--- src/rtl/rat_io_pkg.sv ---
// Shared constants for the RAT MCU port-mapped interrupt controller:
// default port IDs, mode encoding and the priority-encode helper.
package rat_io_pkg;

    localparam logic [7:0] DEF_MASK_PORT = 8'h30;
    localparam logic [7:0] DEF_MODE_PORT = 8'h31;
    localparam logic [7:0] DEF_CLR_PORT  = 8'h32;
    localparam logic [7:0] DEF_STAT_PORT = 8'h33;
    localparam logic [7:0] DEF_ID_PORT   = 8'h34;

    localparam logic [7:0] ID_NONE = 8'hFF;
    localparam int         MAX_CH  = 8;

    localparam logic MODE_EDGE  = 1'b0;
    localparam logic MODE_LEVEL = 1'b1;

    // Channel 0 is the highest priority, so the lowest set bit wins.
    function automatic logic [7:0] first_set_id(input logic [MAX_CH-1:0] v);
        logic [7:0] id;
        id = ID_NONE;
        for (int i = MAX_CH - 1; i >= 0; i--) begin
            if (v[i]) id = 8'(i);
        end
        return id;
    endfunction

endpackage

--- src/rtl/irq_debounce.sv ---
// One interrupt channel front end: 2-FF synchroniser, stability counter
// and a registered one-cycle pulse on each debounced rising transition.
module irq_debounce #(
    parameter int DEBOUNCE_CYCLES = 500000
) (
    input  logic clk,
    input  logic rst_n,
    input  logic irq_in,
    output logic level,
    output logic rise
);

    localparam int           CW      = $clog2(DEBOUNCE_CYCLES);
    localparam logic [CW-1:0] CNT_MAX = CW'(DEBOUNCE_CYCLES - 1);

    logic          meta_q, sync_q;
    logic [CW-1:0] cnt_q, cnt_d;
    logic          level_q, level_d;
    logic          rise_q, rise_d;

    always_comb begin
        cnt_d   = cnt_q;
        level_d = level_q;
        rise_d  = 1'b0;
        if (sync_q == level_q) begin
            cnt_d = '0;
        end else if (cnt_q == CNT_MAX) begin
            level_d = ~level_q;
            rise_d  = ~level_q;
            cnt_d   = '0;
        end else begin
            cnt_d = cnt_q + 1'b1;
        end
    end

    always_ff @(posedge clk or negedge rst_n) begin
        if (!rst_n) begin
            meta_q  <= 1'b0;
            sync_q  <= 1'b0;
            cnt_q   <= '0;
            level_q <= 1'b0;
            rise_q  <= 1'b0;
        end else begin
            meta_q  <= irq_in;
            sync_q  <= meta_q;
            cnt_q   <= cnt_d;
            level_q <= level_d;
            rise_q  <= rise_d;
        end
    end

    assign level = level_q;
    assign rise  = rise_q;

endmodule

--- src/rtl/rat_intr_ctrl.sv ---
// Multi-source interrupt controller for the RAT MCU: per-channel debounce,
// edge/level pending latch, maskable priority INT and IN/OUT port registers.
module rat_intr_ctrl
    import rat_io_pkg::*;
#(
    parameter int         NUM_CH          = 4,
    parameter int         DEBOUNCE_CYCLES = 500000,
    parameter logic [7:0] MASK_PORT       = DEF_MASK_PORT,
    parameter logic [7:0] MODE_PORT       = DEF_MODE_PORT,
    parameter logic [7:0] CLR_PORT        = DEF_CLR_PORT,
    parameter logic [7:0] STAT_PORT       = DEF_STAT_PORT,
    parameter logic [7:0] ID_PORT         = DEF_ID_PORT
) (
    input  logic              CLK,
    input  logic              RST_N,
    input  logic [NUM_CH-1:0] IRQ_IN,
    input  logic              IO_STRB,
    input  logic [7:0]        PORT_ID,
    input  logic [7:0]        OUT_PORT,
    output logic [7:0]        IN_DATA,
    output logic              INT,
    output logic [NUM_CH-1:0] PENDING
);

    logic [NUM_CH-1:0] level, rise;
    logic [NUM_CH-1:0] mask_q, mask_d;
    logic [NUM_CH-1:0] mode_q, mode_d;
    logic [NUM_CH-1:0] pending_q, pending_d;
    logic [NUM_CH-1:0] clr;
    logic              int_q, int_d;
    logic [MAX_CH-1:0] mask_x, mode_x, pend_x, act_x;
    logic              unused_out_port;

    assign unused_out_port = ^OUT_PORT;

    for (genvar i = 0; i < NUM_CH; i++) begin : g_ch
        irq_debounce #(
            .DEBOUNCE_CYCLES(DEBOUNCE_CYCLES)
        ) u_deb (
            .clk   (CLK),
            .rst_n (RST_N),
            .irq_in(IRQ_IN[i]),
            .level (level[i]),
            .rise  (rise[i])
        );
    end

    always_comb begin
        mask_d = mask_q;
        mode_d = mode_q;
        clr    = '0;
        if (IO_STRB && PORT_ID == MASK_PORT) mask_d = OUT_PORT[NUM_CH-1:0];
        if (IO_STRB && PORT_ID == MODE_PORT) mode_d = OUT_PORT[NUM_CH-1:0];
        if (IO_STRB && PORT_ID == CLR_PORT)  clr    = OUT_PORT[NUM_CH-1:0];

        // OR-ing the rise in after the clear lets a same-cycle set win.
        pending_d = pending_q;
        for (int i = 0; i < NUM_CH; i++) begin
            if (mode_q[i] == MODE_LEVEL) pending_d[i] = level[i];
            else                         pending_d[i] = (pending_q[i] & ~clr[i]) | rise[i];
        end

        int_d = |(pending_q & mask_q);
    end

    always_ff @(posedge CLK or negedge RST_N) begin
        if (!RST_N) begin
            mask_q    <= '0;
            mode_q    <= '0;
            pending_q <= '0;
            int_q     <= 1'b0;
        end else begin
            mask_q    <= mask_d;
            mode_q    <= mode_d;
            pending_q <= pending_d;
            int_q     <= int_d;
        end
    end

    always_comb begin
        mask_x = '0;
        mode_x = '0;
        pend_x = '0;
        act_x  = '0;
        mask_x[NUM_CH-1:0] = mask_q;
        mode_x[NUM_CH-1:0] = mode_q;
        pend_x[NUM_CH-1:0] = pending_q;
        act_x[NUM_CH-1:0]  = pending_q & mask_q;

        if      (PORT_ID == MASK_PORT) IN_DATA = mask_x;
        else if (PORT_ID == MODE_PORT) IN_DATA = mode_x;
        else if (PORT_ID == STAT_PORT) IN_DATA = pend_x;
        else if (PORT_ID == ID_PORT)   IN_DATA = first_set_id(act_x);
        else                           IN_DATA = 8'h00;
    end

    assign INT     = int_q;
    assign PENDING = pending_q;

endmodule

--- config.mk ---
export PLATFORM = sky130hd
export DESIGN_NAME = rat_intr_ctrl
export DESIGN_NICKNAME = d
export VERILOG_FILES = /design/src/rtl/rat_io_pkg.sv /design/src/rtl/irq_debounce.sv /design/src/rtl/rat_intr_ctrl.sv
export SDC_FILE = /design/constraint.sdc
export NUM_CORES = 1
export LEC_CHECK = 0
export CORE_MARGIN = 2
export CORE_UTILIZATION = 66
export CTS_BUF_LIST = sky130_fd_sc_hd__clkbuf_4
export DETAILED_ROUTE_END_ITERATION = 12
export HOLD_SLACK_MARGIN = 0.05
export PLACE_DENSITY = 0.95
export SYNTH_ARGS = -nofsm -noshare
export SYNTH_HDL_FRONTEND = slang
export SYNTH_SLANG_ARGS = --single-unit
--- constraint.sdc ---
create_clock -name CLK -period 5.7 [get_ports CLK]
set_input_delay 0.57 -clock CLK [delete_from_list [all_inputs] [get_ports CLK]]
set_output_delay 0.57 -clock CLK [all_outputs]
set_load 0.1 [all_outputs]
== Word level (Yosys, flattened, before mapping) ==
Cells that the tools add are included.

* Logic and storage cells: 99
* Input port bits: 23
* Flip-flop bits (word level): 105
* Output and inout port bits: 13

* Add/subtract/negate cells: 4
* Mux-type cells: 29
* Eq/ne operators: 13
* Bitwise operators: 21
* Reduce and logical (&&, ||, !) cells: 8

{| class="wikitable"
|+ Operator list
! cell !! number
|-
| two-way mux 19 bit || 8
|-
| adder 19 x 1 -> 19 bit, second input constant || 4
|-
| == test 19 bit, second input constant || 4
|-
| two-way mux 8 bit || 8
|-
| == test 8 x 6 -> 1 bit, second input constant || 5
|-
| two-way mux 1 bit || 12
|-
| NOT 1 bit || 12
|-
| AND reduction 2 bit || 4
|-
| AND 1 bit || 4
|-
| AND 4 bit || 1
|-
| == test 1 bit || 4
|-
| two-way mux 4 bit || 1
|-
| OR 1 bit || 4
|-
| OR reduction 4 bit || 1
|-
| logical AND 1 bit || 3
|}

== Longest topological paths before layout ==
Gate-level depths: netlist of the first run.

* Word-level depth: 9
* Mapped depth: 7

== By module ==
From an unflattened synthesis of the first run, not the netlist that was laid out.

* Cells, all modules: 525
* Area, all modules: 5,308.8 µm²

{| class="wikitable"
|+ Modules (own cells, without submodules)
! module !! area each (µm²) !! sequential area each (µm²) !! cells each !! times used
|-
| irq_debounce || 1,118.6 || 575.6 || 110 || 4
|-
| rat_intr_ctrl || 834.6 || 325.3 || 85 || 1
|}

== Worst setup path after synthesis of the first run ==
No wires, ideal clock.

* Path type: register to output
* From: reg pending_q[1], in the netlist PENDING[1]
* To: out IN_DATA[5]
* Buffers on the path: 1
* Arrival: 3.120 ns
* Setup slack: 2.010 ns
* Cell stages (with the launch flop): 5
* Cells stage by stage: dfrtp_1 -> a22oi_1 -> nand3_1 -> nor2_1 -> buf_4

* Cells in the longest elaborated chain, start to end: 7

{| class="wikitable"
|+ RTL lines
! element !! line !! text
|-
| start: declaration || rat_intr_ctrl.sv:28 || <nowiki>logic [NUM_CH-1:0] pending_q, pending_d;</nowiki>
|-
| start signal: assignment || rat_intr_ctrl.sv:75 || <nowiki>pending_q <= pending_d;</nowiki>
|-
| AND 4 bit || rat_intr_ctrl.sv:88 || <nowiki>act_x[NUM_CH-1:0] = pending_q & mask_q;</nowiki>
|-
| two-way mux 8 bit (2 in a row) || rat_io_pkg.sv:22 || <nowiki>if (v[i]) id = 8'(i);</nowiki>
|-
| two-way mux 8 bit || rat_intr_ctrl.sv:93 || <nowiki>else if (PORT_ID == ID_PORT) IN_DATA = first_set_id(act_x);</nowiki>
|-
| two-way mux 8 bit || rat_intr_ctrl.sv:92 || <nowiki>else if (PORT_ID == STAT_PORT) IN_DATA = pend_x;</nowiki>
|-
| two-way mux 8 bit || rat_intr_ctrl.sv:91 || <nowiki>else if (PORT_ID == MODE_PORT) IN_DATA = mode_x;</nowiki>
|-
| two-way mux 8 bit || rat_intr_ctrl.sv:90 || <nowiki>if (PORT_ID == MASK_PORT) IN_DATA = mask_x;</nowiki>
|-
| end: declaration || rat_intr_ctrl.sv:20 || <nowiki>output logic [7:0] IN_DATA,</nowiki>
|}

Every way passes these cells.

== Worst setup path after layout of the first run ==
* From: in PORT_ID[7]
* To: out IN_DATA[2]

* Cells in the longest elaborated chain, start to end: 5
* Elaborated cells on any way between the ends: 8
* Classes of those cells: eq/ne (4); mux (4)

{| class="wikitable"
|+ RTL lines
! element !! line !! text
|-
| start: declaration || rat_intr_ctrl.sv:18 || <nowiki>input logic [7:0] PORT_ID,</nowiki>
|-
| == test 8 x 6 -> 1 bit || rat_intr_ctrl.sv:93 ||
|-
| two-way mux 8 bit || rat_intr_ctrl.sv:93 ||
|-
| two-way mux 8 bit || rat_intr_ctrl.sv:92 ||
|-
| two-way mux 8 bit || rat_intr_ctrl.sv:91 ||
|-
| two-way mux 8 bit * || rat_intr_ctrl.sv:90 ||
|}

Every way passes the cells marked *; elsewhere a longest branch is shown, timed or not.

==> results of run 1 <==
per-layer routing:
layer | global-route usage [%] | vias to the layer above | routed length, um
met3 | 5.259 | 22 | 513
li1 | - | 1858 | -
met2 | 43.38 | 122 | 5164
met5 | 0 | - | 0
met1 | 34.01 | 1926 | 4293
met4 | 12.69 | 0 | 248
final timing paths:
check,from,to,depth (start not counted)
worst max-delay path,PORT_ID[7],IN_DATA[2],6
worst min register to register,g_ch[2].u_deb.meta_q,g_ch[2].u_deb.sync_q,0
worst min-delay path,g_ch[2].u_deb.meta_q,g_ch[2].u_deb.sync_q,0
max in group asynchronous,RST_N,g_ch[2].u_deb.sync_q,3
min in group asynchronous,RST_N,g_ch[3].u_deb.cnt_q[16],2
worst max register to register,g_ch[0].u_deb.cnt_q[0],g_ch[0].u_deb.cnt_q[4],4
sequential cells by signal, indices dropped and copies added (netlist names):
signal / cells
g_ch.u_deb.sync_q: 4
g_ch.u_deb.cnt_q: 76
INT: 1
g_ch.u_deb.rise: 4
mode_q: 4
g_ch.u_deb.level: 4
mask_q: 4
g_ch.u_deb.meta_q: 4
PENDING: 4
placed cells by master, fill, tap and decap left out, types with 2 or more instances in the layout:
cell,count
sky130_fd_sc_hd__dfrtp_1,105
sky130_fd_sc_hd__nor2_1,67
sky130_fd_sc_hd__clkdlybuf4s50_1,30
sky130_fd_sc_hd__xnor2_1,29
sky130_fd_sc_hd__nand2_1,28
sky130_fd_sc_hd__nand3_1,25
sky130_fd_sc_hd__xor2_1,25
sky130_fd_sc_hd__nand4_1,21
sky130_fd_sc_hd__a21oi_1,20
sky130_fd_sc_hd__or4_1,13
sky130_fd_sc_hd__nor4_1,12
sky130_fd_sc_hd__o21ai_0,12
sky130_fd_sc_hd__or3_1,11
sky130_fd_sc_hd__nor3_1,11
sky130_fd_sc_hd__mux2_2,11
sky130_fd_sc_hd__inv_1,10
sky130_fd_sc_hd__clkbuf_4,10
sky130_fd_sc_hd__o31ai_1,9
sky130_fd_sc_hd__and3_1,9
sky130_fd_sc_hd__and4_1,5
sky130_fd_sc_hd__nand2b_1,5
sky130_fd_sc_hd__nor3b_1,4
sky130_fd_sc_hd__a22o_1,4
sky130_fd_sc_hd__a21boi_0,4
sky130_fd_sc_hd__o31a_1,4
sky130_fd_sc_hd__ha_1,4
sky130_fd_sc_hd__nor4b_1,3
sky130_fd_sc_hd__nor4bb_1,3
sky130_fd_sc_hd__and2_1,2
sky130_fd_sc_hd__a31o_2,2
sky130_fd_sc_hd__or2_2,2
sky130_fd_sc_hd__or4b_1,2
sky130_fd_sc_hd__o21ai_1,2
sky130_fd_sc_hd__nor2b_1,2
sky130_fd_sc_hd__o2111ai_1,2
sky130_fd_sc_hd__nand4b_1,2
sky130_fd_sc_hd__clkinv_2,2
sky130_fd_sc_hd__clkinv_1,2
sky130_fd_sc_hd__buf_4,2
worst max-delay path, delay by kind of cell:
kind | cells | cell delay, ns
compound gates | 1 | 0.21
buf+inv | 2 | 1.40
simple gates | 3 | 1.21
area by class of cell:
type / count / area (um^2)
sequential: 105 / 2628
multi-input combinational: 368 / 2369
fill: 512 / 2012
timing repair buffer: 33 / 325.3
tap: 102 / 127.6
clock buffer: 10 / 75.07
inverter: 10 / 37.54
clock inverter: 6 / 33.78
per-stage QoR:
stage	hold slack, ns	power (W)	std cells	setup WS (ns)
after floorplan	0.2744	0.0009672	497	2.010
after global placement	0.3312	0.001042	617	1.822
after detailed placement	0.3394	0.001050	617	1.730
after CTS	0.3737	0.001379	634	1.730
after global routing	0.3835	0.001422	634	1.619
final	0.3711	0.001368	634	1.723
cells by family after synthesis:
| logic type | share of synthesized area (%) |
|---|---|
| multiplexers | 2.646 |
| XOR/XNOR | 9.262 |
| AND/OR/NAND/NOR | 25.31 |
| flip-flops | 51.46 |
| buffers and inverters | 2.156 |
| adder cells (fa/ha/maj) | 0.9802 |
| AO/OA/AOI/OAI | 8.184 |
where the power goes:
| group | internal (W) | switching, W |
|---|---|---|
| sequential | 0.000772 | 0.0000313 |
| combinational | 0.0000645 | 0.000170 |
| clock | 0.0000923 | 0.000239 |
| total | 0.000928 | 0.000440 |
==> Implementation_results.wiki, run 1 <==
{| class="wikitable"
! Metric !! Value
|-
| Final core utilization || 73.55%
|-
| Transition time of the tightest slew-check pin || 1.244 ns
|-
| Number of endpoints with negative hold slack in the final report || 0
|-
| Arrival time at the worst endpoint || 3.41 ns
|-
| HPWL after detailed placement || 7.092 mm
|-
| Worst hold path class || register to register
|-
| Number of vias per cell after detailed routing || 6.196
|-
| TritonCTS clock tree || done
|-
| RSZ-0062 raised after global routing || false
|-
| Post-CTS Resized || 0
|-
| Cell types occupying the most area after synthesis || sky130_fd_sc_hd__dfrtp_1, sky130_fd_sc_hd__xnor2_1, sky130_fd_sc_hd__nor2_1, sky130_fd_sc_hd__xor2_1, sky130_fd_sc_hd__nand4_1
|-
| TritonCTS buffer count || 9
|-
| Detailed Routing Iterations Pass 1 || 4
|-
| DR vias || 3928
|-
| Share of layout cells above drive strength 1 || 6.955%
|-
| Syn nets || 524
|-
| Final layout net count || 554
|-
| Flip-flop cell with the highest count after synthesis || sky130_fd_sc_hd__dfrtp_1
|-
| Core region area || 7607 um^2
|-
| Total I/O pin count || 36
|-
| Result of the run || finished, final reports clean
|-
| Number of warning messages in the yosys log || 0
|-
| Most frequently used cell type in the post-synthesis netlist || sky130_fd_sc_hd__dfrtp_1
|-
| Die width || 91.96 um
|-
| Mean area per synthesized cell || 10.27 um^2
|-
| Highest-delay cell along the critical path || sky130_fd_sc_hd__clkdlybuf4s50_1
|-
| Total global routing overflow || 0
|-
| Area growth from synthesis to layout || 9.581%
|-
| Number of unique standard cell types used by synthesis || 51
|-
| Die span in y || 91.96 um
|-
| Critical Path, Cell by Cell || clkdlybuf4s50_1, nor4b_2, nand2_1, or4_1, a22o_1, clkdlybuf4s50_1
|-
| Number of max-slew violations in the final report || 0
|-
| Worst Setup Path Type || input pin to primary output
|-
| Most used cell along the critical path || sky130_fd_sc_hd__clkdlybuf4s50_1
|-
| Worst slew margin relative to its limit || 16.54%
|-
| Detailed-route wire length || 10.22 mm
|-
| Buffers added on ports || 31
|-
| Clock Sinks || 105
|-
| Crit path launch type || input pin
|-
| Most numerous cell types in the synthesized netlist || sky130_fd_sc_hd__dfrtp_1, sky130_fd_sc_hd__nor2_1, sky130_fd_sc_hd__xnor2_1
|-
| Register bit total from synthesis || 105
|-
| Max IR drop VDD || 193.6 uV
|-
| Number of flops mapped to enable cells by yosys || 0
|-
| Register area share after synthesis || 51.46%
|-
| Maximum clock insertion buffer count || 2
|-
| Static power due to leakage || 2.266 nW
|-
| Number of inserted diodes || 0
|-
| Post-DRT Antenna Nets || 0
|-
| Critical Path Fanout Max || 7
|-
| Antenna violations before repair || 0
|-
| Proportion of register bits with asynchronous set or reset after synthesis || 100.0%
|-
| Site Rows || 32
|-
| Fin crit period || 3.977 ns
|-
| Final setup violation count || 0
|-
| Overall die area || 8456 um^2
|-
| Yosys top cell by area || sky130_fd_sc_hd__dfrtp_1
|-
| Clock-pin slew of the registers on the worst-case setup and hold paths || 0.14 ns
|-
| Final clock skew || 0.01734 ns
|-
| GRT Util Overall || 26.47%
|-
| Required time worst endpoint || 5.13 ns
|-
| Final weighted congestion in routability-driven placement || 0.8613
|-
| Insertion delay of the later-clocked pin in the worst-skew pair || 0.46 ns
|-
| Cell area after synthesis || 5106 um^2
|-
| Maximum level of the CTS H-tree || 3
|-
| Starting Density || 67.12%
|-
| Crit share post-route || 69.77%
|-
| Cell at the root of the clock tree || sky130_fd_sc_hd__clkbuf_4
|-
| Via count of the first global-routing pass || 3941
|-
| Starting DRT DRC Count || 162
|-
| Maximum number of pins on one net before global-route repair || 81
|-
| Kind of end point of the critical path || primary output
|-
| Hold-fix buffers at CTS || 1
|-
| Cell count after synthesis || 497
|-
| Wire length of the first global-routing pass || 17.88 mm
|-
| Highest achievable clock rate || 251.5 MHz
|-
| Final std cell area, no fill || 5595 um^2
|-
| Post-CTS Setup Inserts || 0
|-
| Per-cell routed wire length || 16.12 um
|-
| DRC violations left || 0
|-
| Count of max-cap constraint violations || 0
|-
| Sum of negative setup slack || 0 ns
|-
| Internal reg-to-reg setup slack || 3.30 ns
|-
| Share of Yosys cell area claimed by the top area cell type || 51.46%
|-
| Cell area after placement || 5477 um^2
|-
| Power density relative to cell area || 244.5 nW/um^2
|-
| Biggest cell delay along the critical path || 0.97 ns
|}
Note: power is estimated with default switching activity, not from simulation.
==> run 2, diff against run 1 <==
Settings changed: CORE_UTILIZATION 66 to 55, PLACE_DENSITY 0.95 to 0.9.
Clock period 5.7 ns to 3.37 ns, I/O delays scaled along.
==> run 2 against run 1 <==
Non-clock buffer count increased by 4. Hold slack got worse by 0.070 ns. Cell count increased by 2.1%. Critical path type unchanged. Critical endpoint unchanged.
==> Implementation_results.wiki, run 2 (synthesized netlist as in run 1, its figures left out) <==
{| class="wikitable"
! Metric !! Value
|-
| Result of the run || finished, final reports clean
|-
| Clock-pin slew of the registers on the worst-case setup and hold paths || 0.15 ns (about the same)
|-
| Final setup violation count || 0 (unchanged)
|-
| Number of max-slew violations in the final report || 0 (unchanged)
|-
| Static power due to leakage || 2.309 nW (+1.9%)
|-
| Post-CTS Setup Inserts || 0 (unchanged)
|-
| DR vias || 3968 (+1.0%)
|-
| Power density relative to cell area || 421.7 nW/um^2 (+72%)
|-
| RSZ-0062 raised after global routing || false
|-
| GRT Util Overall || 21.57% (-4.9 points)
|-
| Most common cell after layout, fill and taps aside || sky130_fd_sc_hd__dfrtp_1
|-
| Overall die area || 10070 um^2 (+19%)
|-
| Critical Path, Cell by Cell || clkdlybuf4s50_1, nor4b_2, nand2_1, or4_1, a22o_1, buf_4
|-
| Cell at the root of the clock tree || sky130_fd_sc_hd__clkbuf_4
|-
| Number of endpoints with negative hold slack in the final report || 0 (unchanged)
|-
| Count of max-cap constraint violations || 0 (unchanged)
|-
| Crit share post-route || 81.03%
|-
| Total power || 0.002380 W (+74%)
|-
| DRC violations left || 0 (unchanged)
|-
| Routed wire length on met3 || 477 um (-7.0%)
|-
| Worst hold path class || input pin to register
|-
| Sum of negative setup slack || 0 ns (unchanged)
|-
| Number of inserted diodes || 0 (unchanged)
|-
| Buffers added on ports || 31 (unchanged)
|-
| Kind of end point of the critical path || primary output
|-
| Die span in y || 100.4 um (+9.1%)
|-
| Worst Setup Path Type || input pin to primary output
|-
| Final clock skew || 0.01934 ns (+0.001998 ns)
|-
| Total I/O pin count || 36 (unchanged)
|-
| Transition time of the tightest slew-check pin || 0.9706 ns (-0.2737 ns)
|-
| Final core utilization || 61.95% (-12 points)
|-
| Area growth from synthesis to layout || 10.51%
|-
| Insertion delay of the later-clocked pin in the worst-skew pair || 0.46 ns (about the same)
|-
| Final layout net count || 558 (+0.72%)
|-
| Maximum clock insertion buffer count || 2 (unchanged)
|-
| Post-placement setup slack || 0.6727 ns (-1.058 ns)
|-
| Starting DRT DRC Count || 195 (+20%)
|-
| Detailed Routing Iterations Pass 1 || 4 (unchanged)
|-
| Worst slew margin relative to its limit || 35.09% (+19 points)
|-
| Routed length on met1 || 4.467 mm (+4.1%)
|-
| Post-CTS Resized || 0 (unchanged)
|-
| Cell count after placement || 630 (+2.1%)
|-
| Starting Density || 56.06% (-11 points)
|-
| Core region area || 9109 um^2 (+20%)
|-
| Biggest register || g_ch.u_deb.cnt_q
|-
| Antenna violations before repair || 0 (unchanged)
|-
| Fin crit period || 2.731 ns
|-
| Clock Sinks || 105 (unchanged)
|-
| TritonCTS clock tree || done
|-
| TritonCTS buffer count || 9 (unchanged)
|-
| Final weighted congestion in routability-driven placement || 0.8611 (about the same)
|-
| Internal reg-to-reg setup slack || 1.08 ns (-2.22 ns)
|-
| Maximum level of the CTS H-tree || 3 (unchanged)
|-
| Wire length of the first global-routing pass || 17.74 mm (-0.77%)
|-
| Post-DRT Antenna Nets || 0 (unchanged)
|-
| Critical Path Fanout Max || 7 (unchanged)
|-
| Via count of the first global-routing pass || 3892 (-1.2%)
|-
| Logic depth of the worst register-to-register path || 5 (+1)
|-
| Highest achievable clock rate || 366.2 MHz
|-
| Share of layout cells above drive strength 1 || 9.142% (+2.2 points)
|-
| Site Rows || 35 (+9.4%)
|-
| Worst setup slack after layout || 0.6394 ns (-1.084 ns)
|-
| Required time worst endpoint || 3.03 ns (-2.10 ns)
|-
| Highest-delay cell along the critical path || sky130_fd_sc_hd__or4_1
|-
| Non-filler instance count after layout || 647 (+2.1%)
|-
| Max FFs per register || 76 (unchanged)
|-
| Most frequent cells in the layout || sky130_fd_sc_hd__dfrtp_1, sky130_fd_sc_hd__nor2_1, sky130_fd_sc_hd__xnor2_1, sky130_fd_sc_hd__nand2_1
|-
| Number of vias per cell after detailed routing || 6.133 (-1.0%)
|-
| Per-cell routed wire length || 15.66 um (-2.9%)
|-
| Biggest cell delay along the critical path || 0.50 ns (-0.47 ns)
|-
| Hold-fix buffers at CTS || 1 (unchanged)
|-
| Crit path launch type || input pin
|-
| Max IR drop VDD || 234.5 uV (+21%)
|-
| Detailed-routed wire length on met2 || 4.966 mm (-3.8%)
|-
| Die width || 100.4 um (+9.1%)
|-
| Total global routing overflow || 0 (unchanged)
|-
| Maximum number of pins on one net before global-route repair || 65 (-20%)
|-
| Detailed-route wire length || 10.13 mm (-0.89%)
|-
| HPWL after detailed placement || 7.085 mm (-0.10%)
|-
| Arrival time at the worst endpoint || 2.39 ns (-1.02 ns)
|-
| Highest metal layer used by the detailed router || met4
|-
| Hold Crit Depth || 1 (+1)
|}
-- run 2: worst max-delay path: cells and delay by family --
family                 cells  cell delay, ns
AND/OR/NAND/NOR            3            1.18
AO/OA/AOI/OAI              1            0.21
buffers and inverters      2            0.66
-- run 2: path summary, 6_finish.rpt --
path                                   startpoint                 endpoint
max in group asynchronous                   RST_N   g_ch[3].u_deb.cnt_q[6]
setup / recovery                       PORT_ID[7]               IN_DATA[2]
hold reg to reg              g_ch[1].u_deb.meta_q     g_ch[1].u_deb.sync_q
setup reg to reg           g_ch[2].u_deb.cnt_q[0]      g_ch[2].u_deb.level
hold / removal                          IRQ_IN[0]     g_ch[0].u_deb.meta_q
min in group asynchronous                   RST_N  g_ch[1].u_deb.cnt_q[15]
-- run 2: where the power goes --
part	leakage [nW]	total (W)	internal, W	switching (W)
Sequential	1.43	0.00136	0.00131	0.0000546
Combinational	0.810	0.000394	0.000112	0.000283
Clock	0.0695	0.000626	0.000231	0.000395
Total	2.31	0.00238	0.00165	0.000732
-- run 2: through the flow --
step,hold WS (ns),cell area [um^2]
2_1_floorplan,0.04141,5109
3_3_place_gp,0.3346,5500
3_5_place_dp,0.3404,5500
4_1_cts,0.2976,5643
5_1_grt,0.2707,5643
6_report,0.3010,5643
-- run 2: layer usage --
metal,track usage (%),vias up
met2,35.98,118
li1,-,1872
met3,2.786,22
met5,0,-
met4,8.851,0
met1,28.66,1956
-- run 2: final cells by class --
cell class / count / area [um^2]
Inverter: 10 / 37.54
Multi-Input combinational cell: 368 / 2371
Clock inverter: 6 / 57.56
Sequential cell: 105 / 2628
Tap cell: 111 / 138.9
Fill cell: 690 / 3466
Timing Repair Buffer: 37 / 335.3
Clock buffer: 10 / 75.07
